[src/rtl/fetch_ctrl.sv]
// Instruction-fetch sequencer: owns the PC, drives IMEM and fills a one-entry valid/ready slot.
// Optional FETCH_PERF_EN adds saturating fetch_count/stall_count outputs.
module fetch_ctrl #(
    parameter int unsigned IMEM_DEPTH  = 256,
    parameter int unsigned INSTR_WIDTH = 32,
    parameter logic [31:0] RESET_PC    = 32'd0
) (
    input  logic                   clk,
    input  logic                   rst,
    input  logic                   start,
    input  logic                   halt_req,
    input  logic                   redirect_valid,
    input  logic [31:0]            redirect_pc,
    output logic [31:0]            imem_addr,
    input  logic [INSTR_WIDTH-1:0] imem_instr,
    output logic                   out_valid,
    input  logic                   out_ready,
    output logic [INSTR_WIDTH-1:0] out_instr,
    output logic [31:0]            out_pc,
    output logic                   fault,
`ifdef FETCH_PERF_EN
    output logic [31:0]            fetch_count,
    output logic [31:0]            stall_count,
`endif
    output logic [1:0]             state
);

    localparam logic [1:0] S_IDLE  = 2'd0;
    localparam logic [1:0] S_RUN   = 2'd1;
    localparam logic [1:0] S_HALT  = 2'd2;
    localparam logic [1:0] S_FAULT = 2'd3;

    localparam logic [31:0] DEPTH = 32'(IMEM_DEPTH);

    logic [31:0] pc;
    logic        slot_free;
    logic        in_range;
    logic        fetch_en;

    assign imem_addr = pc;
    assign slot_free = !out_valid || out_ready;
    assign in_range  = pc < DEPTH;
    // halt_req suppresses the fetch in the same cycle it moves RUN to HALT
    assign fetch_en  = (state == S_RUN) && slot_free && !redirect_valid
                       && !halt_req && in_range;

    always_ff @(posedge clk or posedge rst) begin
        if (rst) begin
            state     <= S_IDLE;
            pc        <= RESET_PC;
            out_valid <= 1'b0;
            out_instr <= '0;
            out_pc    <= '0;
            fault     <= 1'b0;
        end else begin
            case (state)
                S_IDLE: begin
                    if (start)
                        state <= S_RUN;
                end
                S_RUN: begin
                    if (halt_req) begin
                        state <= S_HALT;
                    end else if (!redirect_valid && slot_free && !in_range) begin
                        state <= S_FAULT;
                        fault <= 1'b1;
                    end
                end
                S_HALT: begin
                    if (start && !halt_req)
                        state <= S_RUN;
                end
                default: ;
            endcase

            if (state == S_FAULT) begin
                out_valid <= 1'b0;
            end else if (redirect_valid) begin
                pc        <= redirect_pc;
                out_valid <= 1'b0;
            end else if (fetch_en) begin
                out_instr <= imem_instr;
                out_pc    <= pc;
                out_valid <= 1'b1;
                pc        <= pc + 32'd1;
            end else if (out_ready) begin
                out_valid <= 1'b0;
            end
        end
    end

`ifdef FETCH_PERF_EN
    always_ff @(posedge clk or posedge rst) begin
        if (rst) begin
            fetch_count <= '0;
            stall_count <= '0;
        end else begin
            if (fetch_en && fetch_count != '1)
                fetch_count <= fetch_count + 32'd1;
            if (state == S_RUN && out_valid && !out_ready && stall_count != '1)
                stall_count <= stall_count + 32'd1;
        end
    end
`endif

endmodule

[config.mk]
export PLATFORM = sky130hd
export DESIGN_NAME = fetch_ctrl
export DESIGN_NICKNAME = d
export VERILOG_FILES = /design/src/rtl/fetch_ctrl.sv
export SDC_FILE = /design/constraint.sdc
export NUM_CORES = 1
export LEC_CHECK = 0
export ABC_AREA = 1
export BUFFER_PORTS_ARGS = -buffer_cell sky130_fd_sc_hd__buf_4
export CAP_MARGIN = 20
export CORE_MARGIN = 3
export CORE_UTILIZATION = 30
export CTS_CLUSTER_DIAMETER = 150
export DETAILED_ROUTE_END_ITERATION = 10
export PLACE_DENSITY = 0.55
export REMOVE_ABC_BUFFERS = 1
export SLEW_MARGIN = 30
export SYNTH_ARGS = -nofsm -noshare
export SYNTH_HDL_FRONTEND = slang
export SYNTH_SLANG_ARGS = --single-unit
[constraint.sdc]
create_clock -name clk -period 4.1 [get_ports clk]
set_clock_uncertainty 0.15 [all_clocks]
set_input_delay 0.615 -clock clk [delete_from_list [all_inputs] [get_ports clk]]
set_output_delay 0.615 -clock clk [all_outputs]
set_load 0.01 [all_outputs]
# ---- After elaboration in Yosys (flattened, before gate mapping)
# Cells that the tools add are included.
dict set report op_classes {
  n_addsub 1
  n_mul 0
  div_mod_pow 0
  magnitude_cmp 1
  n_eq_ne 6
  shifts 0
  mux 11
  bitwise 3
  reduce_logical 20
}
# cell n
set ops {}
lappend ops {{$mux W32} 2}
lappend ops {{$add A32 B1 Y32 const B} 1}
lappend ops {{$lt A32 B9 Y1 const B} 1}
lappend ops {{$mux W2} 4}
lappend ops {{$logic_and A1 B1 Y1} 7}
lappend ops {{$pmux W2 S3} 1}
lappend ops {{$reduce_and A3 Y1} 2}
lappend ops {{$eq A2 B2 Y1 const B} 2}
lappend ops {{$logic_not A1 Y1} 4}
lappend ops {{$mux W1} 4}
lappend ops {{$ne A2 B2 Y1 const B} 2}
lappend ops {{$reduce_and A4 Y1} 1}
lappend ops {{$reduce_bool A4 Y1} 1}
lappend ops {{$ne A3 B2 Y1 const B} 1}
lappend ops {{$not A1 Y1} 3}
lappend ops {{$reduce_bool A3 Y1} 1}
lappend ops {{$eq A2 B1 Y1 const B} 1}
lappend ops {{$logic_not A2 Y1} 1}
lappend ops {{$reduce_and A2 Y1} 1}
lappend ops {{$reduce_bool A2 Y1} 1}
lappend ops {{$logic_or A1 B1 Y1} 1}
dict set report word_totals {
  reg_bits 100
  latch_bits 0
  mem_bits_rw 0
  rom_bits 0
  in_bits 70
  out_inout_bits 100
  wordCells 48
  n_memories 0
}

# ---- Longest topological paths before layout
dict set report depth {
  depth_word 9
  mapped_depth 10
  mapped_depth_nobuf 10
}

# ---- Worst setup path before layout
# OpenSTA, ideal clock, no wires.
dict set report synth_timing {
  kind {input to register}
  startpoint {input redirect_valid}
  endpoint {register out_instr[0]}
  setup_time_ps 116
  arrival_ps 1646
  required_ps 3834
  slack_ps 2188
  stages 9
  n_path_buf 3
  path_cell_list {buf_4 -> inv_1 -> nand2_1 -> nor2_2 -> nand4_4 -> buf_4 -> buf_4 -> nand2_1 -> nand2_1}
}
dict set report synth_via {
  elab_chain_cells 5
  word_cells_on_any_way 6
  classes_between {1 x bitwise; 5 x reduce/logical}
}
# element line
set synth_lines {}
lappend synth_lines {{start, declared} 12} ;# input logic redirect_valid,
lappend synth_lines {{$logic_not A1 Y1} 44} ;# assign fetch_en = (state == S_RUN) && slot_free && !redirect_valid
lappend synth_lines {{$logic_and A1 B1 Y1} 44}
lappend synth_lines {{$logic_and A1 B1 Y1 (2 in a row)} 45} ;# && !halt_req && in_range;
lappend synth_lines {{$reduce_and A3 Y1 (no source line) (*)} --}
lappend synth_lines {{end signal, assigned} 82} ;# out_instr <= imem_instr;
lappend synth_lines {{end, declared} 18} ;# output logic [INSTR_WIDTH-1:0] out_instr,
# Every way passes the cells marked *; elsewhere a longest branch is shown, timed or not.
# A chain may end at the register's enable or synchronous reset.

# ---- Worst setup path in the final report
dict set report layout_timing {
  startpoint {register pc[8] (netlist: imem_addr[8])}
  endpoint {register out_instr[29]}
}
dict set report layout_via {
  elab_chain_cells 3
}
# element line
set layout_lines {}
lappend layout_lines {{start, declared} 35} ;# logic [31:0] pc;
lappend layout_lines {{start signal, assigned} 79} ;# pc <= redirect_pc;
lappend layout_lines {{start signal, assigned} 85} ;# pc <= pc + 32'd1;
lappend layout_lines {{$lt A32 B9 Y1} 42} ;# assign in_range = pc < DEPTH;
lappend layout_lines {{$logic_and A1 B1 Y1} 45}
lappend layout_lines {{$reduce_and A3 Y1 (no source line)} --}
# No other way between the ends.

==> summary.txt <==
Outcome
  • Outcome: finished clean

Final layout
  • # nets final: approximately 900
  • Most frequent cells in the layout: nand2_1 (257), buf_4 (173), dfrtp_1 (100)
  • Commonest non-fill, non-tap cell in the layout: nand2_1
  • Final std cells w/o fill: around 1.0k
  • FILL cells: ~1.7k
  • Share of post-route cells with drive strength above 1: 0.259
  • Diodes inserted: 0
  • Final Cell Area: around 6600 um2
  • Layout area overhead: 34.5%

Floorplanning
  • IO Pins: 170
  • Initial Util: 0.308
  • Die boundary height: roughly 130 um
  • Core Region: roughly 16,000 um2
  • Floorplan row count: 46
  • Die span in x: 134 um
  • Die ar.: ~18,000 um2

Yosys
  • Post-synth EDFFs: 0
  • Register area share after synthesis: 0.509
  • Async S/R FF share, synth: 1.00
  • Average size of a mapped cell: between 7 and 8 um2
  • Leading area contributor after synthesis: dfrtp_1
  • FF+latch count, synth: 100
  • Main synth FF type: dfrtp_1
  • Mapped cell area: slightly below 5000 um2
  • Yosys cell types: 30
  • Synth Instances: 654
  • Top cells by area, synth: dfrtp_1 (51%), nand2_1 (20%), nor2_1 (6.9%)
  • Yosys Warn Count: 0
  • Share of the synthesized area in the top cell type: 0.509

Power
  • P_sw: between 1 and 1.5 mW
  • Max VDD drop: 195 uV
  • Total power: 3.36 mW
  • Switching portion of total power: 0.385
  • Sequential share of power: 0.426
  • Power Internal: 2.06 mW
  • Clk network pwr share: 0.254
  • Cell leakage power: ~3.5 nW
  • Comb power frac: 0.321
  • Power per Cell Area: roughly 510 nW/um2

Worst setup path
  • R2r endpoint: out_instr[29]
  • Critical path launch point: imem_addr[8]
  • Critical Path AT: around 2.9 ns
  • Crit-path max FO: 56
  • R2r setup slk: between 1 and 1.5 ns
  • Required time worst endpoint: roughly 4.2 ns
  • Worst setup EP type: register
  • Startpoint of the worst register-to-register path: imem_addr[8]
  • WS Path Type: register to register
  • Startpoint Class: register
  • Length in cells of the worst reg-to-reg path: 7

Clocking
  • Root Driver: clkbuf_16
  • Setup Buffers After CTS: 0
  • Clk slew on worst S/H paths: approximately 0.07 ns
  • H-tree depth: 3
  • Clk sinks: 100
  • CTS Hold Bufs: 0
  • Resized cells post-CTS: 0
  • Worst-Skew Late Latency: 0.35 ns
  • CTS buffer count: 9
  • CTS tree: yes
  • CTS max path bufs: 2

Global routing
  • Vias in the first global route: around 4.3k
  • Pin count of the biggest net entering global routing: between 50 and 60
  • Initial antenna violation count: 0
  • Total GRT Usage: 0.160
  • First-pass GRT wire length: around 23,000 um
  • Overflow after GRT: 0

Drt
  • Final wirelength: around 14,000 um
  • Drt wl/cell: between 10 and 15 um
  • DR vias/cell: roughly 4.4
  • DRT Pass-1 Iters: 4
  • DR vias: 4,506
  • Drc violations: 0
  • DRT iter0 DRCs: about 250
  • Antenna-violating nets left: 0

Place
  • Pre-CTS setup slack: 0.953 ns
  • GPL Wtd Cong: 0.808
  • Post-Place Cells: 1,019
  • PortBufs: 169
  • Dpl cell area: 6310 um2
  • Detailed Place HPWL: between 10,000 and 15,000 um

Timing
  • Final Cycle Share: 0.666
  • Final Max Tran Viols: 0
  • Fin Setup TNS: 0 ns
  • Unrepaired setup endpoints after global routing: no
  • Tightest Pin Transition: between 0.7 and 0.8 ns
  • Final setup violation count: 0
  • Final worst setup slack: 1.37 ns
  • Max Fclk: between 0.3 and 0.4 GHz
  • Final Hold Fails: 0
  • Slew headroom: 0.478
  • Final period demand of the worst path: between 2 and 3 ns

Hold path
  • Hold crit path type: primary input to asynchronous set/reset pin

Job
  • Max-cap violations: 0
==> layout make-up <==
cell class | instances | area [um2] | area share
clock buffer | 10 | 239 | 0.0362
clock inverter | 6 | 55.1 | 0.00833
tap | 216 | 270 | 0.0409
timing repair buffer | 173 | 1300 | 0.196
sequential | 100 | 2500 | 0.379
inverter | 64 | 244 | 0.0369
multi-input combinational | 466 | 2000 | 0.303
==> logic make-up after synthesis <==
logic type / count (synthesis) / synth area share
compound gates: 39 / 0.0476
fa+ha+maj: 1 / 0.00254
buf+inv: 88 / 0.0840
flops: 100 / 0.509
simple gates: 426 / 0.357
==> cells in the mapped netlist (2+ instances only) <==
| cell | n |
|---|---|
| o21ai_1 | 9 |
| buf_6 | 6 |
| clkbuf_1 | 6 |
| o21bai_1 | 3 |
| nand2_2 | 2 |
| or2_2 | 8 |
| nor2_1 | 90 |
| inv_1 | 62 |
| o21ai_2 | 5 |
| o21ai_0 | 7 |
| nand2_1 | 257 |
| buf_2 | 3 |
| a31oi_1 | 4 |
| inv_2 | 2 |
| nand3_1 | 56 |
| nor4_1 | 4 |
| nand3b_1 | 3 |
| buf_4 | 9 |
| a21oi_1 | 8 |
| dfrtp_1 | 100 |
==> power by group through the flow <==
stage | Combinational [mW] | Sequential [mW] | Clock, mW
finish | 1.08 | 1.43 | 0.852
detailed placement | 1.09 | 1.45 | 0
global route | 1.22 | 1.46 | 0.917
CTS | 1.09 | 1.43 | 0.878
global placement | 1.08 | 1.45 | 0
floorplan | 0.562 | 1.44 | 0
==> registers in the layout, indices dropped and copies added, names as in the netlist <==
name       cells
fault          1
out_instr     32
out_pc        32
out_valid      1
state          2
imem_addr     32
==> metrics by stage <==
stage | hold slack, ns | util
final | 0.191 | 0.415
after global routing | 0.241 | 0.415
after CTS | 0.213 | 0.415
after detailed placement | 0.317 | 0.396
after global placement | 0.315 | 0.396
after floorplan | 0.363 | -
==> how the worst max path moves through the flow <==
stage,to,slack [ns]
2_1_floorplan,fault,0.72
3_3_place_gp,out_instr[17],0.99
3_5_place_dp,out_instr[17],0.95
4_1_cts,out_instr[29],1.15
5_1_grt,out_instr[17],1.08
6_report,out_instr[29],1.37
==> layer usage <==
layer,vias to the layer above,global-route usage,routed length (um)
met2,144,0.252,6310
li1,2333,-,-
met3,14,0.0521,1320
met4,0,0.0560,214
met5,-,0,0
met1,2015,0.208,6400
==> critical path: stages, from the launching register on <==
cell and delay (ns):
dfrtp_1 0.44, inv_1 0.13, nand3_1 0.09, nor2_1 0.26, nand4_4 0.56, clkinv_2 0.79
nand2_1 0.12, nand2_1 0.08
(Power assumes the default switching activity.)
